**src/rtl/load_store_unit.sv**
```systemverilog
// Load/store unit between the MEM stage and a word-wide, byte-addressed data
// memory. Big-endian lane order, alignment checking, sign/zero-extended loads
// and read-modify-write for byte/halfword stores. One response per request.
module load_store_unit #(
    parameter int ADDR_W = 18,
    parameter int DATA_W = 32
) (
    input  logic              clk,
    input  logic              rst_n,
    input  logic              req_valid,
    output logic              req_ready,
    input  logic              req_write,
    input  logic [1:0]        req_size,
    input  logic              req_signed,
    input  logic [ADDR_W-1:0] req_addr,
    input  logic [DATA_W-1:0] req_wdata,
    output logic              resp_valid,
    output logic [DATA_W-1:0] resp_rdata,
    output logic              resp_err,
    output logic [ADDR_W-1:0] mem_adress,
    output logic [DATA_W-1:0] mem_write_data,
    output logic              mem_write,
    output logic              mem_read,
    input  logic [DATA_W-1:0] mem_read_data
);

    typedef enum logic [1:0] {IDLE, ACCESS, MERGE_WR} state_t;

    localparam logic [1:0] SZ_BYTE = 2'b00;
    localparam logic [1:0] SZ_HALF = 2'b01;
    localparam logic [1:0] SZ_WORD = 2'b10;

    state_t              r_state, w_next;
    logic [ADDR_W-1:0]   r_addr;
    logic [1:0]          r_size;
    logic                r_signed;
    logic                r_write;
    logic                r_err;
    logic [DATA_W-1:0]   r_wdata;
    logic [DATA_W-1:0]   r_merge;
    logic                r_resp_valid;
    logic [DATA_W-1:0]   r_resp_rdata;
    logic                r_resp_err;

    logic                w_accept;
    logic                w_req_err;
    logic                w_subword_st;
    logic [7:0]          w_byte;
    logic [15:0]         w_half;
    logic [DATA_W-1:0]   w_load;
    logic [DATA_W-1:0]   w_merged;

    assign req_ready    = (r_state == IDLE);
    assign w_accept     = req_valid && req_ready;
    assign w_req_err    = (req_size == 2'b11) ||
                          (req_size == SZ_HALF && req_addr[0]) ||
                          (req_size == SZ_WORD && req_addr[1:0] != 2'b00);
    // Sub-word stores need the old word first, so they take the RMW path.
    assign w_subword_st = r_write && !r_err && (r_size != SZ_WORD);

    // Memory address is always the word-aligned latched address.
    assign mem_adress = {r_addr[ADDR_W-1:2], 2'b00};

    // Latch the request on acceptance; the error verdict is decided here too.
    always_ff @(posedge clk or negedge rst_n) begin
        if (!rst_n) begin
            r_addr   <= '0;
            r_size   <= '0;
            r_signed <= 1'b0;
            r_write  <= 1'b0;
            r_err    <= 1'b0;
            r_wdata  <= '0;
        end else if (w_accept) begin
            r_addr   <= req_addr;
            r_size   <= req_size;
            r_signed <= req_signed;
            r_write  <= req_write;
            r_err    <= w_req_err;
            r_wdata  <= req_wdata;
        end
    end

    // State register.
    always_ff @(posedge clk or negedge rst_n) begin
        if (!rst_n) r_state <= IDLE;
        else        r_state <= w_next;
    end

    // Next state and memory strobes; strobes depend only on state and latched fields.
    always_comb begin
        w_next         = r_state;
        mem_read       = 1'b0;
        mem_write      = 1'b0;
        mem_write_data = '0;
        case (r_state)
            IDLE: begin
                if (w_accept) w_next = ACCESS;
            end
            ACCESS: begin
                w_next = IDLE;
                if (!r_err) begin
                    if (!r_write) begin
                        mem_read = 1'b1;
                    end else if (r_size == SZ_WORD) begin
                        mem_write      = 1'b1;
                        mem_write_data = r_wdata;
                    end else begin
                        mem_read = 1'b1;
                        w_next   = MERGE_WR;
                    end
                end
            end
            MERGE_WR: begin
                w_next         = IDLE;
                mem_write      = 1'b1;
                mem_write_data = w_merged;
            end
            default: w_next = IDLE;
        endcase
    end

    // Big-endian lane extraction and sign/zero extension of load data.
    always_comb begin
        w_byte = mem_read_data[7:0];
        case (r_addr[1:0])
            2'd0: w_byte = mem_read_data[31:24];
            2'd1: w_byte = mem_read_data[23:16];
            2'd2: w_byte = mem_read_data[15:8];
            2'd3: w_byte = mem_read_data[7:0];
            default: w_byte = mem_read_data[7:0];
        endcase
        w_half = r_addr[1] ? mem_read_data[15:0] : mem_read_data[31:16];
        case (r_size)
            SZ_BYTE: w_load = {{24{r_signed & w_byte[7]}}, w_byte};
            SZ_HALF: w_load = {{16{r_signed & w_half[15]}}, w_half};
            default: w_load = mem_read_data;
        endcase
    end

    // Replace only the addressed lane of the captured word with the store data.
    always_comb begin
        w_merged = r_merge;
        if (r_size == SZ_BYTE) begin
            case (r_addr[1:0])
                2'd0: w_merged[31:24] = r_wdata[7:0];
                2'd1: w_merged[23:16] = r_wdata[7:0];
                2'd2: w_merged[15:8]  = r_wdata[7:0];
                2'd3: w_merged[7:0]   = r_wdata[7:0];
                default: w_merged = r_merge;
            endcase
        end else if (r_addr[1]) begin
            w_merged[15:0] = r_wdata[15:0];
        end else begin
            w_merged[31:16] = r_wdata[15:0];
        end
    end

    // Capture the old word during the read half of a sub-word store.
    always_ff @(posedge clk or negedge rst_n) begin
        if (!rst_n)                              r_merge <= '0;
        else if (r_state == ACCESS && w_subword_st) r_merge <= mem_read_data;
    end

    // Registered response: pulse after the last memory cycle, data held until the next one.
    always_ff @(posedge clk or negedge rst_n) begin
        if (!rst_n) begin
            r_resp_valid <= 1'b0;
            r_resp_rdata <= '0;
            r_resp_err   <= 1'b0;
        end else begin
            r_resp_valid <= 1'b0;
            if (r_state == ACCESS && !w_subword_st) begin
                r_resp_valid <= 1'b1;
                r_resp_err   <= r_err;
                r_resp_rdata <= (!r_err && !r_write) ? w_load : '0;
            end else if (r_state == MERGE_WR) begin
                r_resp_valid <= 1'b1;
                r_resp_err   <= 1'b0;
                r_resp_rdata <= '0;
            end
        end
    end

    assign resp_valid = r_resp_valid;
    assign resp_rdata = r_resp_rdata;
    assign resp_err   = r_resp_err;

endmodule

```
**config.mk**
```make
export PLATFORM = sky130hd
export DESIGN_NAME = load_store_unit
export DESIGN_NICKNAME = d
export VERILOG_FILES = /design/src/rtl/load_store_unit.sv
export SDC_FILE = /design/constraint.sdc
export NUM_CORES = 1
export LEC_CHECK = 0
export ABC_AREA = 1
export CORE_ASPECT_RATIO = 2
export CORE_UTILIZATION = 47
export CTS_CLUSTER_SIZE = 16
export DETAILED_ROUTE_END_ITERATION = 8
export GPL_TIMING_DRIVEN = 0
export PLACE_DENSITY = 0.77
export SETUP_SLACK_MARGIN = 0.4
export SYNTH_ARGS = -nofsm -noshare
export SYNTH_HDL_FRONTEND = slang
export SYNTH_SLANG_ARGS = --single-unit
export TNS_END_PERCENT = 10
```
**constraint.sdc**
```tcl
create_clock -name clk -period 1.9 [get_ports clk]
set_input_delay 0.38 -clock clk [delete_from_list [all_inputs] [get_ports clk]]
set_output_delay 0.38 -clock clk [all_outputs]
set_load 0.01 [all_outputs]
```
==> out/qor.txt, run 1 <==
Routed vias/inst: 5.33
Layout Cell Area excl Fill: 10000 um2
# DRC: 0
Setup violations, final: 34
Largest net degree at the start of global routing: 78
Worst hold-check path type: input pin to asynchronous set/reset pin
Clock latency on the worst-skew pair: 430 ps
Clock Sinks: 123
Delay-heaviest family, CP: buffers and inverters
Final worst slack: -593 ps
R2R depth: 8
Setup Skew: 10.8 ps
Worst ir drop on vdd: 0.990 mV
DR iter-0 viols: 457
Worst Path Arrival: 2110 ps
Unrepaired setup endpoints after global routing: true
Number of fill cells in the layout: 1222
All-Layer GR Usage: 32.5%
Post-layout net count: 1279
Setup TNS: -16660 ps
FMAX: 401 MHz
Power, Total: 17000 uW
Number of cell rows: 62
Full die area: 15100 um2
Vias after detailed routing: 7424
Die height: 173 um
Startpoint Class: flip-flop
Antenna violations before repair: 0
Number of global-route vias before repair: 7278
CTS tree: done
Cells after synthesis: 970
Count of cell types in the netlist: 32
Syn avg cell area: 7.08 um2
Hold Violations, Final: 0
Min cycle time layout: 2490 ps
Post-DRT Antenna Nets: 0
Area Growth Syn to Fin: 46.3%
Bufs on Longest Clock Path: 2
Top cell type by total area after synthesis: dfrtp_1
Num CTS Buffers: 17
CP max stage delay: 390 ps
Failing checks: negative setup slack
IO Count: 176
Commonest non-fill, non-tap cells in the layout: nand2_1 (423), dfrtp_1 (121), clkdlybuf4s50_1 (88)
Final HPWL DP: 17500 um
Max Slew Vio Count: 0
Most frequent CP cell: inv_2
Pwr per Cell Area: 1700 nW/um2
Critical path type: flip-flop to output pin
Synth area leaders: dfrtp_1 (45%), nand2_1 (24%), o21ai_0 (4.6%), a21oi_1 (4.4%), inv_1 (3.1%)
Post-synthesis sequential area ratio: 44.8%
Synthesis Warnings: 0
Post-Syn Area: 6870 um2
Avg WL per Cell: 17.5 um
Multi-input gate area: 3490 um2
Yosys reg bits: 123
Req. time, crit path: 1520 ps
Final worst-path cycle share: 131%
WL final: 24300 um
Pleak: 0.00496 uW
Initial Util: 48.1%
Core ar.: 14300 um2
Pre-Repair DR Iteration Count: 6
Relative slew slack: 54.2%
Clk slew on worst S/H paths: 60 ps
Slew @ Worst Pin: 686 ps
Sequential cell area: 3080 um2
Share of post-route cells with drive strength above 1: 24.2%
Worst hold slack: 467 ps
Post-DP Area: 9000 um2
Commonest non-fill, non-tap cell in the layout: nand2_1
Crit-path slowest cell: dfrtp_1
CP bufs+invs: 7
Port Buffers: 173
Crit. path cell count: 13
Status: complete, but fails checks
Total gr overflow: 0
Crit path max fanout: 8
Diode count: 0
Post-synth top area share: 44.8%
Final GP Congestion: 0.994
Root Driver: clkbuf_16
MaxCap Viol Count: 0
Nature of the critical path endpoint: output pin
H-tree depth: 4
Cells along the critical path: inv_2 > ha_4 > inv_2 > nor2_4 > inv_2 > nor2_4 > buf_12 > buf_6 > inv_4 > o21ai_4 > nand2_1 > a21oi_2 > buf_2
First-pass GRT wire length: 37000 um
Die W: 87.5 um
==> cell families (layout without fill, tap and decap cells) <==
kind of cell,after synthesis,after routing,synth area share [%]
other cells,1,2,0.0546
fa+ha+maj,3,3,0.547
compound gates,176,176,14.0
flops,123,123,44.8
buf+inv,137,366,9.38
simple gates,530,530,31.2
==> registers in the layout, indices dropped and copies added, names as in the netlist <==
signal	count
resp_rdata	32
r_write	1
r_addr	18
r_merge	32
r_state	2
r_wdata	32
resp_valid	1
resp_err	1
r_err	1
r_size	2
r_signed	1
==> metrics by stage <==
step	util, %	setup slack (ps)	instances
2_1_floorplan	-	157	971
3_3_place_gp	62.8	-4370	1336
3_5_place_dp	63.0	-722	1337
4_1_cts	67.8	-596	1380
5_1_grt	70.4	-693	1392
6_report	70.4	-593	1392
==> per-layer routing <==
metal	track usage (%)	routed length (um)
met5	0	0
met2	56.1	12700
met3	5.78	1300
met4	23.5	1990
met1	34.3	8300
==> power by group <==
group | internal, uW | switching [uW] | leakage (uW)
registers | 3780 | 888 | 0.00155
clock network | 1920 | 1250 | 0.000277
logic | 3640 | 5550 | 0.00313
==> area by class of cell <==
type                       count  share of cell area (%)
buffer                        72                    6.22
clock buffer                  21                    4.68
clock inverter                11                    1.10
inverter                      65                    2.58
multi-input combinational    711                    34.8
sequential                   123                    30.7
tap                          192                    2.39
timing repair buffer         197                    17.6
==> synthesized netlist by cell type <==
cell / n
o21ai_4: 1
nand2_1: 441
clkinv_1: 2
o311ai_0: 1
o211ai_1: 22
a21oi_2: 1
inv_2: 6
or2_2: 1
nand2_2: 1
dfrtp_1: 123
o21ai_0: 63
a21oi_1: 60
a31oi_1: 1
o21ai_2: 1
nor2_2: 3
nand3_1: 32
buf_6: 3
inv_1: 57
buf_2: 17
clkbuf_1: 23
nand3_4: 2
nor2_1: 38
buf_1: 6
ha_1: 3
o21ai_1: 25
nor2_4: 2
conb_1: 1
o21bai_1: 1
nor2_8: 2
nand3_2: 1
buf_4: 23
nand4_1: 7
==> final timing paths <==
path	from	endpoint	slack, ps
max	r_state[1]	mem_write_data[10]	-590
min	rst_n	r_write	470
max reg2reg	r_size[1]	resp_rdata[6]	70
min reg2reg	resp_rdata[27]	resp_rdata[27]	480
max in group asynchronous	rst_n	r_merge[7]	690
min in group clk	resp_rdata[27]	resp_rdata[27]	480
==> what timing repair did <==
action                                  CTS  global route
cloned                                    2             0
hold buffers                              1             0
setup buffers                             8            12
pin swaps                                23            45
endpoints found under the setup margin  207           175
endpoints found under the hold margin    46             0
resized for setup                       263           115
No activity file was read; power rests on OpenSTA's default activity.
==> run 2, diff against run 1 <==
--- a/config.mk
+++ b/config.mk
@@ -7,11 +7,11 @@
 export LEC_CHECK = 0
 export ABC_AREA = 1
 export CORE_ASPECT_RATIO = 2
-export CORE_UTILIZATION = 47
+export CORE_UTILIZATION = 50
 export CTS_CLUSTER_SIZE = 16
 export DETAILED_ROUTE_END_ITERATION = 8
 export GPL_TIMING_DRIVEN = 0
-export PLACE_DENSITY = 0.77
+export PLACE_DENSITY = 0.81
 export SETUP_SLACK_MARGIN = 0.4
 export SYNTH_ARGS = -nofsm -noshare
 export SYNTH_HDL_FRONTEND = slang
==> run 2 against run 1 <==
Compared with the run above: the run ends with design-rule violations, negative setup slack left; count of clock-buffer cells in the layout shrank 2; global-route usage grew 3.2 points; first-iteration DRC count grew 19%; final cell count shrank 3.5%; hold slack lost 32 ps; setup slack gained 23 ps; total power grew 2.9%; core utilization grew 4.3 points; sequential cell count is the same; maximum frequency grew 0.95%; register-to-register slack lost 70 ps.
==> out/qor.txt, run 2 (same netlist as run 1, synthesis figures left out) <==
Final HPWL DP: 17700 um (+1.2%)
Final GP Congestion: 0.983 (-1.1%)
Bufs on Longest Clock Path: 2 (unchanged)
Commonest non-fill, non-tap cell in the layout: nand2_1
DR iter-0 viols: 543 (+19%)
Root Driver: clkbuf_16
R2R setup slack: 0 ps (-70 ps)
Initial Util: 51.1% (+3.0 points)
Nature of the critical path endpoint: output pin
Comb power frac: 53.4% (-0.6 points)
First-pass GRT wire length: 38800 um (+4.8%)
Worst Path Arrival: 2090 ps (-20 ps)
Full die area: 14200 um2 (-5.9%)
Number of cell rows: 60 (-3.2%)
Total gr overflow: 0 (unchanged)
Avg WL per Cell: 18.7 um (+7.2%)
Commonest non-fill, non-tap cells in the layout: nand2_1 (428), dfrtp_1 (122), clkdlybuf4s50_1 (87)
Power, Total: 17500 uW (+2.9%)
Sw Ratio: 44.8% (-0.37 points)
Clock Sinks: 123 (unchanged)
Post-Route Utilization: 74.7% (+4.3 points)
Setup Skew: 5.99 ps (-4.83 ps)
Startpoint Class: flip-flop
Min cycle time layout: 2470 ps (-23.5 ps)
Worst hold slack: 435 ps (-32.3 ps)
Layout Cell Area excl Fill: 10000 um2 (about the same)
MaxCap Viol Count: 0 (unchanged)
Worst ir drop on vdd: 1.07 mV (+8.4%)
Clk slew on worst S/H paths: 60 ps (about the same)
Slew @ Worst Pin: 654 ps (-32.1 ps)
Pint: 9680 uW (+3.6%)
Port Buffers: 173 (unchanged)
Number of global-route vias before repair: 7423 (+2.0%)
Setup violations, final: 34 (unchanged)
Flop pwr share: 26.6% (-0.8 points)
Area Growth Syn to Fin: 46.2% (about the same)
Clk pwr share: 19.9% (+1.3 points)
Pre-Repair DR Iteration Count: 9 (+3)
Largest net degree at the start of global routing: 82 (+5.1%)
All-Layer GR Usage: 35.7% (+3.2 points)
H-tree depth: 4 (unchanged)
Pwr per Cell Area: 1750 nW/um2 (+3.0%)
Critical path type: flip-flop to output pin
Num CTS Buffers: 17 (unchanged)
# DRC: 12 (+12)
Psw: 7860 uW (+2.1%)
WL final: 25100 um (+3.4%)
Antenna violations before repair: 0 (unchanged)
Die W: 84.9 um (-3.0%)
Setup Slack @ Placement: -792 ps (-70.5 ps)
Clock latency on the worst-skew pair: 420 ps (about the same)
Routed vias/inst: 5.55 (+4.0%)
Die height: 168 um (-3.0%)
Diode count: 0 (unchanged)
Share of post-route cells with drive strength above 1: 24.1% (-0.093 points)
Unrepaired setup endpoints after global routing: true
Pleak: 0.00501 uW (+1.1%)
CTS tree: done
Worst hold-check path type: input pin to asynchronous set/reset pin
Relative slew slack: 56.4% (+2.1 points)
Vias after detailed routing: 7449 (+0.34%)
IO Count: 176 (unchanged)
Post-DP Area: 8950 um2 (-0.51%)
Final worst slack: -570 ps (+23.5 ps)
Status: complete, but fails checks
Final worst-path cycle share: 130% (-1.2 points)
Post-DRT Antenna Nets: 0 (unchanged)
Failing checks: design-rule violations, negative setup slack
FMAX: 405 MHz (+0.95%)
Post-layout net count: 1267 (-0.94%)
Max Slew Vio Count: 0 (unchanged)
Req. time, crit path: 1520 ps (about the same)
Hold Violations, Final: 0 (unchanged)
Core ar.: 13400 um2 (-5.9%)
Crit path max fanout: 8 (unchanged)
## run 2: changes by cell type in the layout (fill, tap and decap cells not counted), sizes merged, moves of 2 or more
cell           delta
bufinv            +3
buf               -6
inv               -2
dlygate4sd2      +14
clkbuf            -2
clkdlybuf4s15    -19
## run 2: cell type report
cell class,count,area [um2]
multi-input cells,711,3540
fillers,1031,3400
flip-flops and latches,123,3080
repair buffers,185,1630
plain buffers,72,693
clock buffers,19,443
inverters,65,265
well taps,155,194
clock inverters,13,191
## run 2: path summary, 6_finish.rpt
kind,start,endpoint,depth (start not counted)
min in group clk,resp_rdata[6],resp_rdata[6],2
worst max register to register,r_state[1],resp_rdata[2],12
worst min-delay path,rst_n,r_addr[5],2
worst min register to register,resp_rdata[6],resp_rdata[6],2
worst max-delay path,r_state[1],mem_write_data[10],12
max in group asynchronous,rst_n,r_size[1],3
## run 2: through the flow
| step | setup TNS [ps] | instances |
|---|---|---|
| finish | -16770 | 1343 |
| global route | -18600 | 1343 |
| CTS | -15200 | 1343 |
| detailed placement | -24970 | 1300 |
| global placement | -551650 | 1299 |
| floorplan | 0 | 971 |
## run 2: timing repair
item                                    in CTS  in global routing
resized for setup                          336                 52
cloned                                       1                  0
pin swaps                                   42                 34
setup buffers                                9                  0
hold buffers                                 1                  0
endpoints found under the setup margin     207                157
hold endpoints to repair                    42                  0
## run 2: power by group through the flow
stage	Sequential, uW	Combinational, uW	Clock, uW
CTS	4600	8880	3500
detailed placement	4610	8210	0
floorplan	4490	5170	0
finish	4670	9370	3500
global route	4760	10200	3600
global placement	4600	8090	0
## run 2: critical path, stage by stage, from the launching register on
cell and delay (ps):
dfrtp_1 400, inv_2 100, ha_4 130, inv_2 40, nor2_4 110, inv_2 70
nor2_4 100, buf_12 150, inv_6 40, o21ai_4 110, nand2_1 110, a21oi_2 150
buf_2 140
## run 2: layer usage
metal | share of wire, % | track usage, % | vias to the layer above
met5 | 0 | 0 | -
li1 | - | - | 3469
met4 | 7.2 | 23.0 | 0
met3 | 4.9 | 4.88 | 124
met1 | 34 | 37.1 | 3462
met2 | 54 | 65.9 | 394
==> run 3, diff against run 2 <==
--- a/config.mk
+++ b/config.mk
@@ -7,11 +7,11 @@
 export LEC_CHECK = 0
 export ABC_AREA = 1
 export CORE_ASPECT_RATIO = 2
-export CORE_UTILIZATION = 50
+export CORE_UTILIZATION = 30
+export CTS_CLUSTER_DIAMETER = 80
 export CTS_CLUSTER_SIZE = 16
 export DETAILED_ROUTE_END_ITERATION = 8
 export GPL_TIMING_DRIVEN = 0
-export PLACE_DENSITY = 0.81
 export SETUP_SLACK_MARGIN = 0.4
 export SYNTH_ARGS = -nofsm -noshare
 export SYNTH_HDL_FRONTEND = slang
==> run 3 against run 2 <==
Compared with the run above: the flow finishes with violations (negative setup slack); setup slack improved by 45 ps; global-route usage fell by 12 points; wire length rose by 5.3%; non-clock buffer count rose by 8; die area rose by 65%; critical path depth fell by 1; register-to-register slack got worse by 30 ps; hold slack improved by 30 ps; sequential power barely moved; via count fell by 3.4%; sequential share of layout area fell by 0.82 points; critical endpoint is now mem_write_data[26].
==> out/qor.txt, run 3 (same netlist as run 1, synthesis figures left out) <==
Status: complete, but fails checks
Failing checks: negative setup slack
Critical path type: flip-flop to output pin
Commonest non-fill, non-tap cell in the layout: nand2_1
Min cycle time layout: 2420 ps (-44.8 ps)
Worst Path Arrival: 2040 ps (-50 ps)
R2r endpoint: resp_rdata[17]
Sequential cell area: 3080 um2 (+0.12%)
Core ar.: 22500 um2 (+68%)
Port Buffers: 173 (unchanged)
Req. time, crit path: 1520 ps (about the same)
Number of fill cells in the layout: 2206 (+110%)
DR iter-0 viols: 429 (-21%)
Setup crit end: mem_write_data[26]
Worst hold-check path type: input pin to asynchronous set/reset pin
Final worst-path cycle share: 128% (-2.4 points)
Commonest non-fill, non-tap cells in the layout: nand2_1 (414), dfrtp_1 (119), clkdlybuf4s50_1 (87)
Antenna violations before repair: 0 (unchanged)
Final HPWL DP: 20100 um (+13%)
Setup violations, final: 37 (+8.8%)
Post-DP Area: 9110 um2 (+1.7%)
Relative slew slack: 54.8% (-1.6 points)
Die W: 109 um (+28%)
Post-layout net count: 1275 (+0.63%)
Slew @ Worst Pin: 678 ps (+24.2 ps)
Pwr per Cell Area: 1700 nW/um2 (-2.9%)
CTS tree: done
Full die area: 23500 um2 (+65%)
# DRC: 0 (-12)
H-tree depth: 4 (unchanged)
Worst ir drop on vdd: 0.683 mV (-36%)
IO Count: 176 (unchanged)
Area Growth Syn to Fin: 50.4%
Hold Violations, Final: 0 (unchanged)
Bufs on Longest Clock Path: 2 (unchanged)
R2R setup slack: -30 ps (-30 ps)
Post-Route Utilization: 45.8% (-29 points)
Root Driver: clkbuf_16
R2R depth: 13 (+1)
Pleak: 0.00503 uW (+0.49%)
Share of post-route cells with drive strength above 1: 25.4% (+1.3 points)
Number of global-route vias before repair: 7231 (-2.6%)
Final GP Congestion: 0.918 (-6.6%)
Pre-Repair DR Iteration Count: 5 (-4)
Nature of the critical path endpoint: output pin
MaxCap Viol Count: 0 (unchanged)
Largest net degree at the start of global routing: 76 (-7.3%)
Vias after detailed routing: 7198 (-3.4%)
All-Layer GR Usage: 23.5% (-12 points)
Final worst slack: -525 ps (+44.8 ps)
Layout Cell Area excl Fill: 10300 um2 (+2.9%)
Worst reg2reg startpoint: r_state[1]
Unrepaired setup endpoints after global routing: true
WL final: 26500 um (+5.3%)
Number of cell rows: 78 (+30%)
Total gr overflow: 0 (unchanged)
Clock Sinks: 123 (unchanged)
FMAX: 412 MHz (+1.8%)
Clk slew on worst S/H paths: 60 ps (about the same)
Setup Skew: 8.44 ps (+2.45 ps)
Num CTS Buffers: 17 (unchanged)
Die height: 216 um (+29%)
Avg WL per Cell: 18.0 um (-4.0%)
Crit path max fanout: 10 (+2)
Multi-input gate area: 3620 um2 (+2.3%)
First-pass GRT wire length: 40800 um (+5.3%)
Setup TNS: -15600 ps (+1170 ps)
Routed vias/inst: 4.88 (-12%)
Max Slew Vio Count: 0 (unchanged)
Clock latency on the worst-skew pair: 430 ps (about the same)
Initial Util: 30.5% (-21 points)
Post-DRT Antenna Nets: 0 (unchanged)
Worst Setup SP: r_state[1]
Startpoint Class: flip-flop
## run 3: cell count changes in the layout (fill, tap and decap cells not counted), moves of 5 or more
| cell | before | now |
|---|---|---|
| nand2_2 | 9 | 19 |
| buf_4 | 48 | 61 |
| dlygate4sd2_1 | 32 | 14 |
| o21ai_2 | 14 | 9 |
| clkdlybuf4s15_1 | 2 | 20 |
| nor2_4 | 14 | 20 |
| nand2_1 | 428 | 414 |
| buf_2 | 44 | 39 |
| o21ai_1 | 21 | 29 |
| nor2_2 | 12 | 7 |
| a21oi_2 | 43 | 38 |
## run 3: where the power goes
part | leakage, uW | total (uW) | internal (uW) | switching, uW
Combinational | 0.00321 | 9570 | 3830 | 5740
Clock | 0.000286 | 3260 | 2070 | 1180
Sequential | 0.00154 | 4700 | 3790 | 905
## run 3: timing repair
action	CTS	global route
pin swaps	69	28
hold buffers	1	0
endpoints found under the setup margin	207	173
resized for setup	359	88
buffers inserted	15	2
gates cloned	1	0
endpoints found under the hold margin	48	0
## run 3: cell type report
cell class | count | area share [%]
buffer | 72 | 6.77
antenna | 1 | 0.0242
tap | 280 | 3.39
clock inverter | 7 | 0.872
clock buffer | 22 | 4.79
sequential | 123 | 29.9
timing repair buffer | 193 | 16.6
multi-input combinational | 711 | 35.1
inverter | 65 | 2.58
## run 3: critical path, stage by stage (launching register included)
cell and delay (ps):
dfrtp_1 400, inv_2 90, ha_4 140, inv_2 40, nor2_4 90, inv_2 60
nor2_4 110, buf_12 150, buf_12 140, nand2_1 70, a21oi_2 180, buf_2 150
## run 3: worst min path at each step
stage               startpoint    endpoint  depth (start not counted)
CTS                 r_merge[7]  r_merge[7]                          2
global placement    r_merge[7]  r_merge[7]                          2
detailed placement       rst_n  r_addr[10]                          1
finish                   rst_n  r_addr[12]                          2
global route        r_merge[7]  r_merge[7]                          2
floorplan                rst_n   r_addr[0]                          0
## run 3: metal layers
| layer | vias to the layer above | global-route usage (%) | part of all wire (%) |
|---|---|---|---|
| li1 | 3492 | - | - |
| met4 | 0 | 13.9 | 5.1 |
| met1 | 3401 | 23.9 | 35 |
| met3 | 67 | 3.56 | 4.0 |
| met5 | - | 0 | 0 |
| met2 | 238 | 43.6 | 56 |
## run 3: stage by stage
| stage | setup WS (ps) | power, uW | std cells | hold slack, ps |
|---|---|---|---|---|
| floorplan | 157 | 9660 | 971 | 84.4 |
| global placement | -4710 | 13000 | 1424 | 457 |
| detailed placement | -814 | 13000 | 1425 | 364 |
| CTS | -539 | 17200 | 1471 | 473 |
| global route | -653 | 18700 | 1473 | 483 |
| finish | -525 | 17500 | 1474 | 465 |
